==> src/rtl/dequant_pkg.sv <==
// Shared widths, FSM state type, lane payload and saturation helper for the
// int8 -> int32 dequantizer pipeline.
package dequant_pkg;

  localparam int unsigned LANES_DEF = 4;
  localparam int unsigned FRAC_DEF  = 24;

  localparam int unsigned LANE_W  = 8;
  localparam int unsigned DIFF_W  = 9;
  localparam int unsigned SCALE_W = 32;
  localparam int unsigned PROD_W  = 42;
  localparam int unsigned OUT_W   = 32;

  typedef enum logic {IDLE, ISSUE} state_t;

  // One lane handed from the word issuer to the arithmetic pipe
  typedef struct packed {
    logic [LANE_W-1:0]  x;
    logic [LANE_W-1:0]  zp;
    logic [SCALE_W-1:0] scale;
    logic               last;
  } lane_req_t;

  localparam logic signed [PROD_W-1:0] SAT_MAX = PROD_W'(64'sh0000_0000_7FFF_FFFF);
  localparam logic signed [PROD_W-1:0] SAT_MIN = PROD_W'(-64'sh0000_0000_8000_0000);

  function automatic logic signed [OUT_W-1:0] saturate(input logic signed [PROD_W-1:0] v);
    logic signed [OUT_W-1:0] r;
    if (v > SAT_MAX)      r = SAT_MAX[OUT_W-1:0];
    else if (v < SAT_MIN) r = SAT_MIN[OUT_W-1:0];
    else                  r = v[OUT_W-1:0];
    return r;
  endfunction

endpackage

==> src/rtl/dequant_lane_datapath.sv <==
// Three-stage lane pipe: zero-point subtract, scale multiply, round+saturate.
// All stages advance together on en; valid/last ride alongside the data.
module dequant_lane_datapath
  import dequant_pkg::*;
#(
  parameter int unsigned FRAC = FRAC_DEF
) (
  input  logic                    clk,
  input  logic                    reset_n,
  input  logic                    en,
  input  logic                    req_valid,
  input  lane_req_t               req,
  output logic signed [OUT_W-1:0] out_value,
  output logic                    out_valid,
  output logic                    out_last
);

  localparam logic signed [PROD_W-1:0] HALF = PROD_W'(1) <<< (FRAC - 1);

  logic                      s1_valid;
  logic                      s1_last;
  logic signed [DIFF_W-1:0]  s1_diff;
  logic        [SCALE_W-1:0] s1_scale;
  logic                      s2_valid;
  logic                      s2_last;
  logic signed [PROD_W-1:0]  s2_prod;

  logic signed [DIFF_W-1:0]  diff_c;
  logic signed [PROD_W-1:0]  prod_c;
  logic signed [PROD_W-1:0]  round_c;

  assign diff_c  = $signed({req.x[LANE_W-1], req.x}) - $signed({req.zp[LANE_W-1], req.zp});
  // Scale is zero-extended so 0xFFFFFFFF stays a large positive factor
  assign prod_c  = PROD_W'(s1_diff) * $signed({{(PROD_W - SCALE_W){1'b0}}, s1_scale});
  assign round_c = (s2_prod + HALF) >>> FRAC;

  always_ff @(posedge clk or negedge reset_n) begin
    if (!reset_n) begin
      s1_valid  <= 1'b0;
      s1_last   <= 1'b0;
      s1_diff   <= '0;
      s1_scale  <= '0;
      s2_valid  <= 1'b0;
      s2_last   <= 1'b0;
      s2_prod   <= '0;
      out_valid <= 1'b0;
      out_last  <= 1'b0;
      out_value <= '0;
    end else if (en) begin
      s1_valid  <= req_valid;
      s1_last   <= req_valid && req.last;
      s1_diff   <= diff_c;
      s1_scale  <= req.scale;
      s2_valid  <= s1_valid;
      s2_last   <= s1_last;
      s2_prod   <= prod_c;
      out_valid <= s2_valid;
      out_last  <= s2_last;
      out_value <= saturate(round_c);
    end
  end

endmodule

==> src/rtl/dequantizer_pipeline.sv <==
// Word-to-lane issuer for the int8 dequantizer: latches a packed word with its
// scale/zero point and feeds one lane per cycle into the arithmetic pipe.
module dequantizer_pipeline
  import dequant_pkg::*;
#(
  parameter int unsigned LANES = LANES_DEF,
  parameter int unsigned FRAC  = FRAC_DEF
) (
  input  logic                      clk,
  input  logic                      reset_n,
  input  logic [LANE_W*LANES-1:0]   in_word,
  input  logic                      in_valid,
  output logic                      in_ready,
  input  logic [SCALE_W-1:0]        scale,
  input  logic [LANE_W-1:0]         zero_point,
  output logic signed [OUT_W-1:0]   out_value,
  output logic                      out_valid,
  input  logic                      out_ready,
  output logic                      out_last
);

  localparam int unsigned IDX_W = (LANES > 1) ? $clog2(LANES) : 1;
  localparam logic [IDX_W-1:0] LAST_IDX = IDX_W'(LANES - 1);

  state_t                    state;
  state_t                    next_state;
  logic [IDX_W-1:0]          lane_idx;
  logic [IDX_W-1:0]          next_idx;
  logic [LANE_W*LANES-1:0]   word_q;
  logic [SCALE_W-1:0]        scale_q;
  logic [LANE_W-1:0]         zp_q;
  logic                      active;
  logic                      advance;
  logic                      issue;
  logic                      load;
  logic                      last_lane;
  logic [LANE_W-1:0]         lane_x;
  lane_req_t                 req;

  assign advance   = !(out_valid && !out_ready);
  assign last_lane = (lane_idx == LAST_IDX);

  always_comb begin
    lane_x = '0;
    for (int i = 0; i < LANES; i++) begin
      if (lane_idx == IDX_W'(i)) lane_x = word_q[i*LANE_W +: LANE_W];
    end
  end

  assign req = '{x: lane_x, zp: zp_q, scale: scale_q, last: last_lane};

  // Next state, lane counter and handshake; in_ready waits one cycle after reset
  always_comb begin
    next_state = state;
    next_idx   = lane_idx;
    in_ready   = 1'b0;
    issue      = 1'b0;
    load       = 1'b0;
    case (state)
      IDLE: begin
        in_ready = active && advance;
        if (in_valid && active && advance) begin
          load       = 1'b1;
          next_state = ISSUE;
          next_idx   = '0;
        end
      end
      ISSUE: begin
        if (advance) begin
          issue = 1'b1;
          if (last_lane) begin
            in_ready = 1'b1;
            next_idx = '0;
            if (in_valid) load = 1'b1;
            else          next_state = IDLE;
          end else begin
            next_idx = lane_idx + IDX_W'(1);
          end
        end
      end
      default: next_state = IDLE;
    endcase
  end

  always_ff @(posedge clk or negedge reset_n) begin
    if (!reset_n) begin
      state    <= IDLE;
      lane_idx <= '0;
      active   <= 1'b0;
      word_q   <= '0;
      scale_q  <= '0;
      zp_q     <= '0;
    end else begin
      active   <= 1'b1;
      state    <= next_state;
      lane_idx <= next_idx;
      if (load) begin
        word_q  <= in_word;
        scale_q <= scale;
        zp_q    <= zero_point;
      end
    end
  end

  dequant_lane_datapath #(.FRAC(FRAC)) u_datapath (
    .clk       (clk),
    .reset_n   (reset_n),
    .en        (advance),
    .req_valid (issue),
    .req       (req),
    .out_value (out_value),
    .out_valid (out_valid),
    .out_last  (out_last)
  );

endmodule

==> config.mk <==
export PLATFORM = sky130hd
export DESIGN_NAME = dequantizer_pipeline
export DESIGN_NICKNAME = d
export VERILOG_FILES = /design/src/rtl/dequant_pkg.sv /design/src/rtl/dequant_lane_datapath.sv /design/src/rtl/dequantizer_pipeline.sv
export SDC_FILE = /design/constraint.sdc
export NUM_CORES = 1
export LEC_CHECK = 0
export BUFFER_PORTS_ARGS = -buffer_cell sky130_fd_sc_hd__buf_2
export CORE_UTILIZATION = 68
export CTS_BUF_LIST = sky130_fd_sc_hd__clkbuf_16
export DETAILED_ROUTE_END_ITERATION = 7
export PLACE_DENSITY = 0.94
export SYNTH_ARGS = -nofsm -noshare
export SYNTH_HDL_FRONTEND = slang
export SYNTH_SLANG_ARGS = --single-unit
==> constraint.sdc <==
create_clock -name clk -period 16.9 [get_ports clk]
set_clock_uncertainty 0.1 [all_clocks]
set_input_delay 1.69 -clock clk [delete_from_list [all_inputs] [get_ports clk]]
set_output_delay 1.69 -clock clk [all_outputs]
set_load 0.03 [all_outputs]
==> flow_summary_export.csv, run 1 <==
group,metric,value,unit
clock_network,post_cts_resized,0,
setup_path,path_class,"reg2reg",
die,dieArea,0.0237,mm2
clock_network,postCtsSetupRepairBufs,0,
routing,wl_per_cell,20.5,um
yosys,synth_area_leaders,"fa_1, dfrtp_1, ha_1",
clock_network,clk_pin_slew,70,ps
yosys,yosys.area.top_type,"fa_1",
yosys,avgSynthCellArea,9.75,um2
yosys,synth_top_flop_cell,"dfrtp_1",
sta,tns,0,ps
setup_path,arrival,6740,ps
yosys,netlist_area,0.0157,mm2
finish,stdcell_count,1938,
setup_path,regToRegEndpoint,"u_datapath.s2_prod[38]",
setup_path,startpoint_type,"flop",
sta,hold_viol,0,
yosys,async_flop_share,1.00,
place,place_inst,1905,
die,start_util,0.695,
yosys,yosysWarningCount,0,
global_routing,overflow,0,
global_routing,grt_pass1_vias,13200,
setup_path,critical_path.reg2reg.startpoint,"u_datapath.s1_diff[2]",
routing,antenna_left,0,
clock_network,clk_path_buf_depth,2,
global_routing,antenna_found_initial,1,
sta,worst_pin_slew,1270,ps
setup_path,crit_path_end_kind,"flop",
die,core-area,0.0226,mm2
run_status,status,"complete, but fails checks",
clock_network,cts_tree,"done",
sta,timing.final.crit_period,6510,ps
setup_path,crit_path_end,"u_datapath.s2_prod[38]",
sta,rsz0062_at_grt,"no",
die,die_y,154,um
run_status,violations,"design-rule violations",
clock_network,clock_sinks,161,
setup_path,crit_chain,"nand2_1 -> fa_1 -> inv_1 -> fa_1 -> fa_1 -> fa_1 -> ha_1 -> ha_1 -> nand4_1 -> nor4_1 -> nand4_1 -> o21ai_1 -> o2111ai_1 -> a2111oi_2 -> mux2i_1 -> nor2_1",
sta,max-slew-margin-rel,0.153,
sta,max_freq,154,MHz
yosys,synth-edff-count,0,
global_routing,grt_pass1_wl,65900,um
finish,drive_gt1_frac,0.139,
clock_network,clock_latency,450,ps
global_routing,grt_start_max_net_pins,93,
place,gp_congestion,0.887,
routing,wl,39700,um
yosys,synth.ff_latch_count,161,
clock_network,cts_buffers,17,
setup_path,rrSetupSlack,10390,ps
place,portBuffers,110,
routing,drt_iter0_markers,1614,
setup_path,cp_common_cell,"fa_1",
sta,finalMaxSlewViolations,0,
sta,setup_viol,0,
sta,fin_crit_sh,0.385,
yosys,synth_fp_nets,2009,
setup_path,r2r_cells,16,
yosys,ys_seq_area_frac,0.256,
die,die_x,154,um
setup_path,cpPeakStageDelay,1150,ps
routing,vias,12500,
clock_network,cts_hold_buf,0,
place,hpwl,26400,um
flow_run,drv_cap,0,
yosys,yosysTopAreaCellShare,0.268,
worst_hold_path,hold_class,"reg2reg",
finish,final_nets,2035,
global_routing,track_usage,0.357,
yosys,syn_inst,1613,
die,rows,55,
setup_path,worstPathRequired,17130,ps
routing,vias_per_cell,6.46,
die,pin_count,111,
setup_path,critPathSlowestCell,"dfrtp_1",
routing,first_pass_iters,8,
clock_network,cts-root-buf,"clkbuf_16",
routing,post-route-drc-count,3,
yosys,synth.distinct_cells,55,
finish,syn_to_final_growth,6.92,%
setup_path,startpoint,"u_datapath.s1_diff[2]",
setup_path,worstPathMaxFanout,33,
clock_network,h-tree-depth,4,
-- cell type report --
cell class	instances	area, um2
multi-input combinational	1217	10800
inverter	126	473
fill	1303	5820
antenna	1	2.50
clock buffer	17	425
clock inverter	15	160
timing repair buffer	116	602
tap	285	357
sequential	161	4030
-- worst min-delay path by stage --
| stage | from | end | slack (ps) | cells past startpoint |
|---|---|---|---|---|
| 2_1_floorplan | u_datapath.s2_valid | u_datapath.s2_valid | 330 | 2 |
| 4_1_cts | scale_q[5] | u_datapath.s1_scale[5] | 370 | 2 |
| 6_report | u_datapath.out_value[6] | u_datapath.out_value[6] | 380 | 2 |
| 5_1_grt | u_datapath.out_value[4] | u_datapath.out_value[4] | 410 | 2 |
| 3_5_place_dp | scale_q[5] | u_datapath.s1_scale[5] | 360 | 2 |
| 3_3_place_gp | u_datapath.out_last | u_datapath.out_last | 350 | 2 |
-- cells in the mapped netlist, types with 4 or more instances --
master,instances
inv_1,126
xor2_1,15
ha_1,109
nor2b_1,34
o31ai_1,9
o21bai_1,4
a31oi_1,5
nor3_1,5
fa_1,211
clkbuf_2,4
a21o_1,18
a21oi_1,67
nand4_1,14
nor4_1,6
clkbuf_1,85
xnor2_1,18
buf_1,5
o21ai_0,46
o21a_1,6
and2_1,146
buf_4,15
a22oi_1,7
nand2_1,292
and3_1,8
dfrtp_1,161
nand3_1,17
mux2_2,72
nor2_1,54
nand2b_1,9
-- through the flow --
stage / utilization / area, um2 / hold slack (ps) / worst slack, ps
global placement: 0.717 / 16200 / 348 / 10800
finish: 0.743 / 16800 / 379 / 10390
detailed placement: 0.717 / 16200 / 357 / 10600
floorplan: - / 15700 / 330 / 11550
CTS: 0.743 / 16800 / 374 / 10510
global route: 0.743 / 16800 / 410 / 10170
-- worst max-delay path: cells and delay by family (launching register included) --
family / cells / cell delay [ps]
flip-flops: 1 / 1150
adder cells (fa/ha/maj): 6 / 2850
multiplexers: 1 / 300
buffers and inverters: 1 / 80
AND/OR/NAND/NOR: 5 / 960
AO/OA/AOI/OAI: 3 / 930
-- metal layers --
layer / up-vias / wire length [um] / GRT usage / part of all wire
li1: 5219 / - / - / -
met1: 6203 / 13600 / 0.426 / 0.34
met2: 828 / 20400 / 0.609 / 0.51
met3: 268 / 3220 / 0.0691 / 0.081
met4: 0 / 2410 / 0.201 / 0.061
met5: - / 0 / 0 / 0
-- logic make-up after synthesis --
group	Yosys count	synth area share
buffers and inverters	235	0.0600
flip-flops	161	0.256
XOR/XNOR	33	0.0184
AND/OR/NAND/NOR	594	0.180
other	1	0.000238
adder cells (fa/ha/maj)	320	0.355
AO/OA/AOI/OAI	194	0.0765
multiplexers	75	0.0534
-- cell usage in the layout, fill, tap and decap left out, types with 4 or more instances in the layout --
cell / count
nand2_1: 291
fa_1: 211
dfrtp_1: 161
and2_1: 146
inv_1: 126
ha_1: 109
buf_2: 109
mux2_2: 72
a21oi_1: 67
nor2_1: 54
o21ai_0: 46
nor2b_1: 33
xnor2_1: 18
a21o_1: 18
nand3_1: 17
clkbuf_16: 17
xor2_1: 15
nand4_1: 14
o31ai_1: 9
nand2b_1: 8
and3_1: 8
a22oi_1: 7
o21a_1: 6
nor4_1: 6
buf_4: 6
a31oi_1: 5
nor3_1: 5
inv_6: 5
o21bai_1: 4
inv_8: 4
-- flip-flops by register name, summed over array words and instances, names as in the netlist --
| signal | count |
|---|---|
| scale_q | 32 |
| u_datapath.s1_scale | 32 |
| word_q | 32 |
| u_datapath.out_value | 19 |
| u_datapath.s2_prod | 19 |
| u_datapath.s1_diff | 9 |
| zp_q | 8 |
| lane_idx | 2 |
| active | 1 |
| state | 1 |
| u_datapath.out_last | 1 |
| u_datapath.out_valid | 1 |
| u_datapath.s1_last | 1 |
| u_datapath.s1_valid | 1 |
| u_datapath.s2_last | 1 |
| u_datapath.s2_valid | 1 |
Power of run 1 is left out: the tool's default activity adds up to more than one toggle a clock period on the data nets, which glitch-free logic cannot reach.
==> run 2: changes to the inputs <==
CORE_UTILIZATION = 57   (was 68)
PLACE_DENSITY = 0.85   (was 0.94)
clock period = 5.6 ns   (was 16.9 ns; I/O delays follow)
==> flow_summary_export.csv, run 2 (synthesized netlist as in run 1, its figures left out) <==
group,metric,value,unit
sta,worst_slack,-28.8,ps
setup_path,path_class,"reg2reg",
die,die_x,168,um
run_status,violations,"negative setup slack",
finish,drive_gt1_frac,0.206,
setup_path,arrival,5840,ps
global_routing,antenna_found_initial,1,
die,core-area,0.0270,mm2
global_routing,grt_start_max_net_pins,108,
setup_path,worstPathRequired,5810,ps
clock_network,cts-root-buf,"clkbuf_16",
finish,final_nets,2094,
routing,vias,12000,
routing,wl,38500,um
sta,hold_viol,0,
routing,vias_per_cell,5.87,
worst_hold_path,hold_class,"in2async",
sta,tns,-28.8,ps
die,rows,60,
setup_path,startpoint_type,"flop",
sta,setup_viol,1,
die,die_y,168,um
clock_network,clock_latency,430,ps
place,portBuffers,110,
clock_network,cts_buffers,17,
finish,top_regs,"scale_q x32, u_datapath.s1_scale x32, word_q x32",
clock_network,cts_tree,"done",
clock_network,clock_sinks,161,
global_routing,grt_pass1_vias,12400,
die,pin_count,111,
setup_path,worstPathMaxFanout,10,
global_routing,track_usage,0.267,
run_status,status,"complete, but fails checks",
sta,finalMaxSlewViolations,0,
sta,max-slew-margin-rel,0.297,
routing,antenna_left,0,
die,start_util,0.582,
sta,fin_crit_sh,1.01,
place,gp_congestion,0.889,
routing,drt_iter0_markers,1016,
finish,final_cell_mix,"nand2_1, fa_1, and2_1, dfrtp_1, inv_1",
place,hpwl,26600,um
finish,syn_to_final_growth,13.3,%
finish,num_antenna_cells,0,
routing,wl_per_cell,18.8,um
sta,timing.final.crit_period,5630,ps
global_routing,grt_pass1_wl,60300,um
sta,max_freq,178,MHz
clock_network,h-tree-depth,4,
global_routing,overflow,0,
clock_network,clk_pin_slew,80,ps
finish,final_common_cell,"nand2_1",
setup_path,r2r_cells,17,
setup_path,crit_path_end_kind,"flop",
flow_run,drv_cap,0,
die,dieArea,0.0283,mm2
routing,first_pass_iters,5,
clock_network,clk_path_buf_depth,2,
routing,post-route-drc-count,0,
sta,worst_pin_slew,1050,ps
[run 2: path summary, 6_finish.rpt]
check                      slack, ps                      to             startpoint
setup reg to reg                 -30  u_datapath.s2_prod[38]  u_datapath.s1_diff[5]
hold / removal                   120              scale_q[4]                reset_n
min in group clk                 250             scale_q[11]              scale[11]
max in group asynchronous       4000              word_q[29]                reset_n
setup / recovery                 -30  u_datapath.s2_prod[38]  u_datapath.s1_diff[5]
hold reg to reg                  360  u_datapath.s1_scale[3]             scale_q[3]
[run 2: repair_timing]
action / CTS / global route
gates resized for setup: 6 / 77
endpoints found under the setup margin: 11 / 15
setup buffers: 0 / 18
cloned: 0 / 3
hold buffers: 0 / 0
pin swaps: 0 / 45
[run 2: worst max-delay path: stages, from the launching register on]
cell and delay, ps:
dfrtp_4 490, buf_4 190, and2_1 170, fa_1 570, fa_1 470, fa_1 550
fa_1 510, ha_1 300, ha_1 300, nand4_1 230, buf_4 230, nor2_2 130
a32o_1 170, a311o_1 200, o2111ai_4 190, a2111oi_4 410, mux2i_1 230, nor2_1 60
[run 2: stage by stage]
step,area [um2],util,instances,hold slack (ps),setup WS (ps)
detailed placement,16700,0.616,1999,356,-88.8
CTS,17300,0.639,2030,193,23.0
floorplan,15700,-,1613,164,253
global placement,16700,0.616,1999,345,-46.2
finish,17800,0.659,2051,124,-28.8
global route,17800,0.659,2051,218,-182
[run 2: final cells by class]
type                    instances  area (um2)
flip-flops and latches        161        4050
fillers                      2009        9210
well taps                     341         427
repair buffers                175        1170
clock buffers                  17         425
multi-input cells            1217       11100
inverters                     126         473
clock inverters                14         190
[run 2: layer usage]
metal | global-route usage | vias to the layer above | routed length [um]
met5 | 0 | - | 10
met4 | 0.111 | 2 | 1540
met3 | 0.0329 | 133 | 2290
met2 | 0.476 | 523 | 19900
met1 | 0.329 | 6037 | 14800
li1 | - | 5336 | -
Power of run 2 is left out for the same reason.
==> run 3: changes to the inputs <==
TNS_END_PERCENT = 50   (was unset)
==> flow_summary_export.csv, run 3 (synthesized netlist as in run 1, its figures left out) <==
group,metric,value,unit
clock_network,clk_pin_slew,80,ps
sta,worst_pin_slew,1060,ps
setup_path,worstPathMaxFanout,5,
routing,post-route-drc-count,0,
finish,stdcell_count,2050,
place,hpwl,26600,um
place,dpl_cell_area,0.0167,mm2
global_routing,grt_start_max_net_pins,108,
clock_network,clock_latency,440,ps
sta,max-slew-margin-rel,0.293,
clock_network,cts_tree,"done",
routing,first_pass_iters,7,
routing,wl,38500,um
clock_network,clk_path_buf_depth,2,
die,die_y,168,um
clock_network,h-tree-depth,4,
routing,wl_per_cell,18.8,um
global_routing,grt_pass1_vias,12400,
finish,final_common_cell,"nand2_1",
setup_path,crit_path_end_kind,"flop",
finish,num_antenna_cells,0,
setup_path,startpoint,"u_datapath.s1_diff[5]",
place,place_inst,1999,
place,gp_congestion,0.889,
routing,vias,12000,
die,dieArea,0.0283,mm2
finish,top_regs,"scale_q x32, u_datapath.s1_scale x32, word_q x32",
sta,max_freq,180,MHz
die,start_util,0.582,
setup_path,startpoint_type,"flop",
setup_path,crit_chain,"buf_4 -> buf_4 -> and2_1 -> fa_1 -> fa_1 -> fa_1 -> fa_1 -> ha_1 -> ha_1 -> nand3_2 -> nor4_4 -> nand4_1 -> o21ai_4 -> o2111ai_4 -> a2111oi_4 -> mux2i_1 -> nor2_1",
global_routing,use_met2,0.476,
worst_hold_path,hold_class,"in2async",
sta,hold_viol,0,
clock_network,cts_hold_buf,0,
finish,final_cell_mix,"nand2_1, fa_1, and2_1, dfrtp_1, inv_1",
routing,vias_per_cell,5.85,
setup_path,arrival,5780,ps
finish,final_nets,2093,
flow_run,drv_cap,0,
sta,setup_viol,0,
global_routing,grt_pass1_wl,60300,um
sta,whs,129,ps
setup_path,cpPeakStageDelay,580,ps
die,core-area,0.0270,mm2
global_routing,antenna_found_initial,1,
clock_network,cts-root-buf,"clkbuf_16",
clock_network,cts_buffers,17,
global_routing,met3_usage,0.0329,
setup_path,critical_path.reg2reg.startpoint,"u_datapath.s1_diff[5]",
global_routing,overflow,0,
die,rows,60,
sta,rsz0062_at_grt,"yes",
setup_path,path_class,"reg2reg",
sta,timing.final.crit_period,5560,ps
finish,drive_gt1_frac,0.205,
global_routing,met1_usage,0.329,
finish,n_fill_cell,2005,
global_routing,grt.busiest_layer,"met2",
sta,finalMaxSlewViolations,0,
routing,drt_iter0_markers,913,
die,pin_count,111,
setup_path,critPathSlowestCell,"fa_1",
finish,syn_to_final_growth,13.1,%
place,portBuffers,110,
finish,fin_area,0.0178,mm2
clock_network,clock_sinks,161,
sta,fin_crit_sh,0.994,
routing,antenna_left,0,
run_status,status,"complete, no violations",
setup_path,cp_common_cell,"fa_1",
global_routing,track_usage,0.267,
die,die_x,168,um
setup_path,worstPathRequired,5810,ps
[run 3: worst max-delay path: cells and delay by family (launching register included)]
kind / cells / cell delay (ps)
adder cells (fa/ha/maj): 6 / 2680
AND/OR/NAND/NOR: 5 / 840
AO/OA/AOI/OAI: 3 / 800
flip-flops: 1 / 490
buffers and inverters: 2 / 290
multiplexers: 1 / 230
[run 3: worst paths after layout]
check	end	slack, ps	cells after the start
max	u_datapath.s2_prod[38]	40	17
min	scale_q[4]	130	1
max reg2reg	u_datapath.s2_prod[38]	40	17
min reg2reg	u_datapath.s1_scale[3]	360	2
max in group asynchronous	word_q[29]	4010	2
min in group clk	word_q[20]	250	2
[run 3: layer usage]
metal | vias up | share of wire | routed length (um)
met5 | - | 0.00026 | 10
met4 | 2 | 0.035 | 1350
met3 | 125 | 0.058 | 2250
met2 | 518 | 0.52 | 20200
met1 | 6011 | 0.38 | 14700
li1 | 5339 | - | -
[run 3: cell type report]
class / instances / area (um2) / area share
clock buffer: 17 / 425 / 0.0239
clock inverter: 14 / 190 / 0.0107
inverter: 126 / 473 / 0.0266
multi-input combinational: 1217 / 11100 / 0.622
sequential: 161 / 4050 / 0.228
tap: 341 / 427 / 0.0240
timing repair buffer: 174 / 1160 / 0.0652
[run 3: through the flow]
stage	setup TNS (ps)	setup WS, ps	util
floorplan	0	253	-
global placement	-46.2	-46.2	0.616
detailed placement	-390	-88.8	0.616
CTS	0	23.0	0.639
global route	-330	-141	0.659
finish	0	36.1	0.659
[run 3: repair_timing]
action,CTS,global route
endpoints found under the setup margin,11,15
cloned,0,3
gates resized for setup,6,75
pin swaps,0,42
endpoints found under the hold margin,0,0
setup buffers,0,17
Power of run 3 is left out for the same reason.
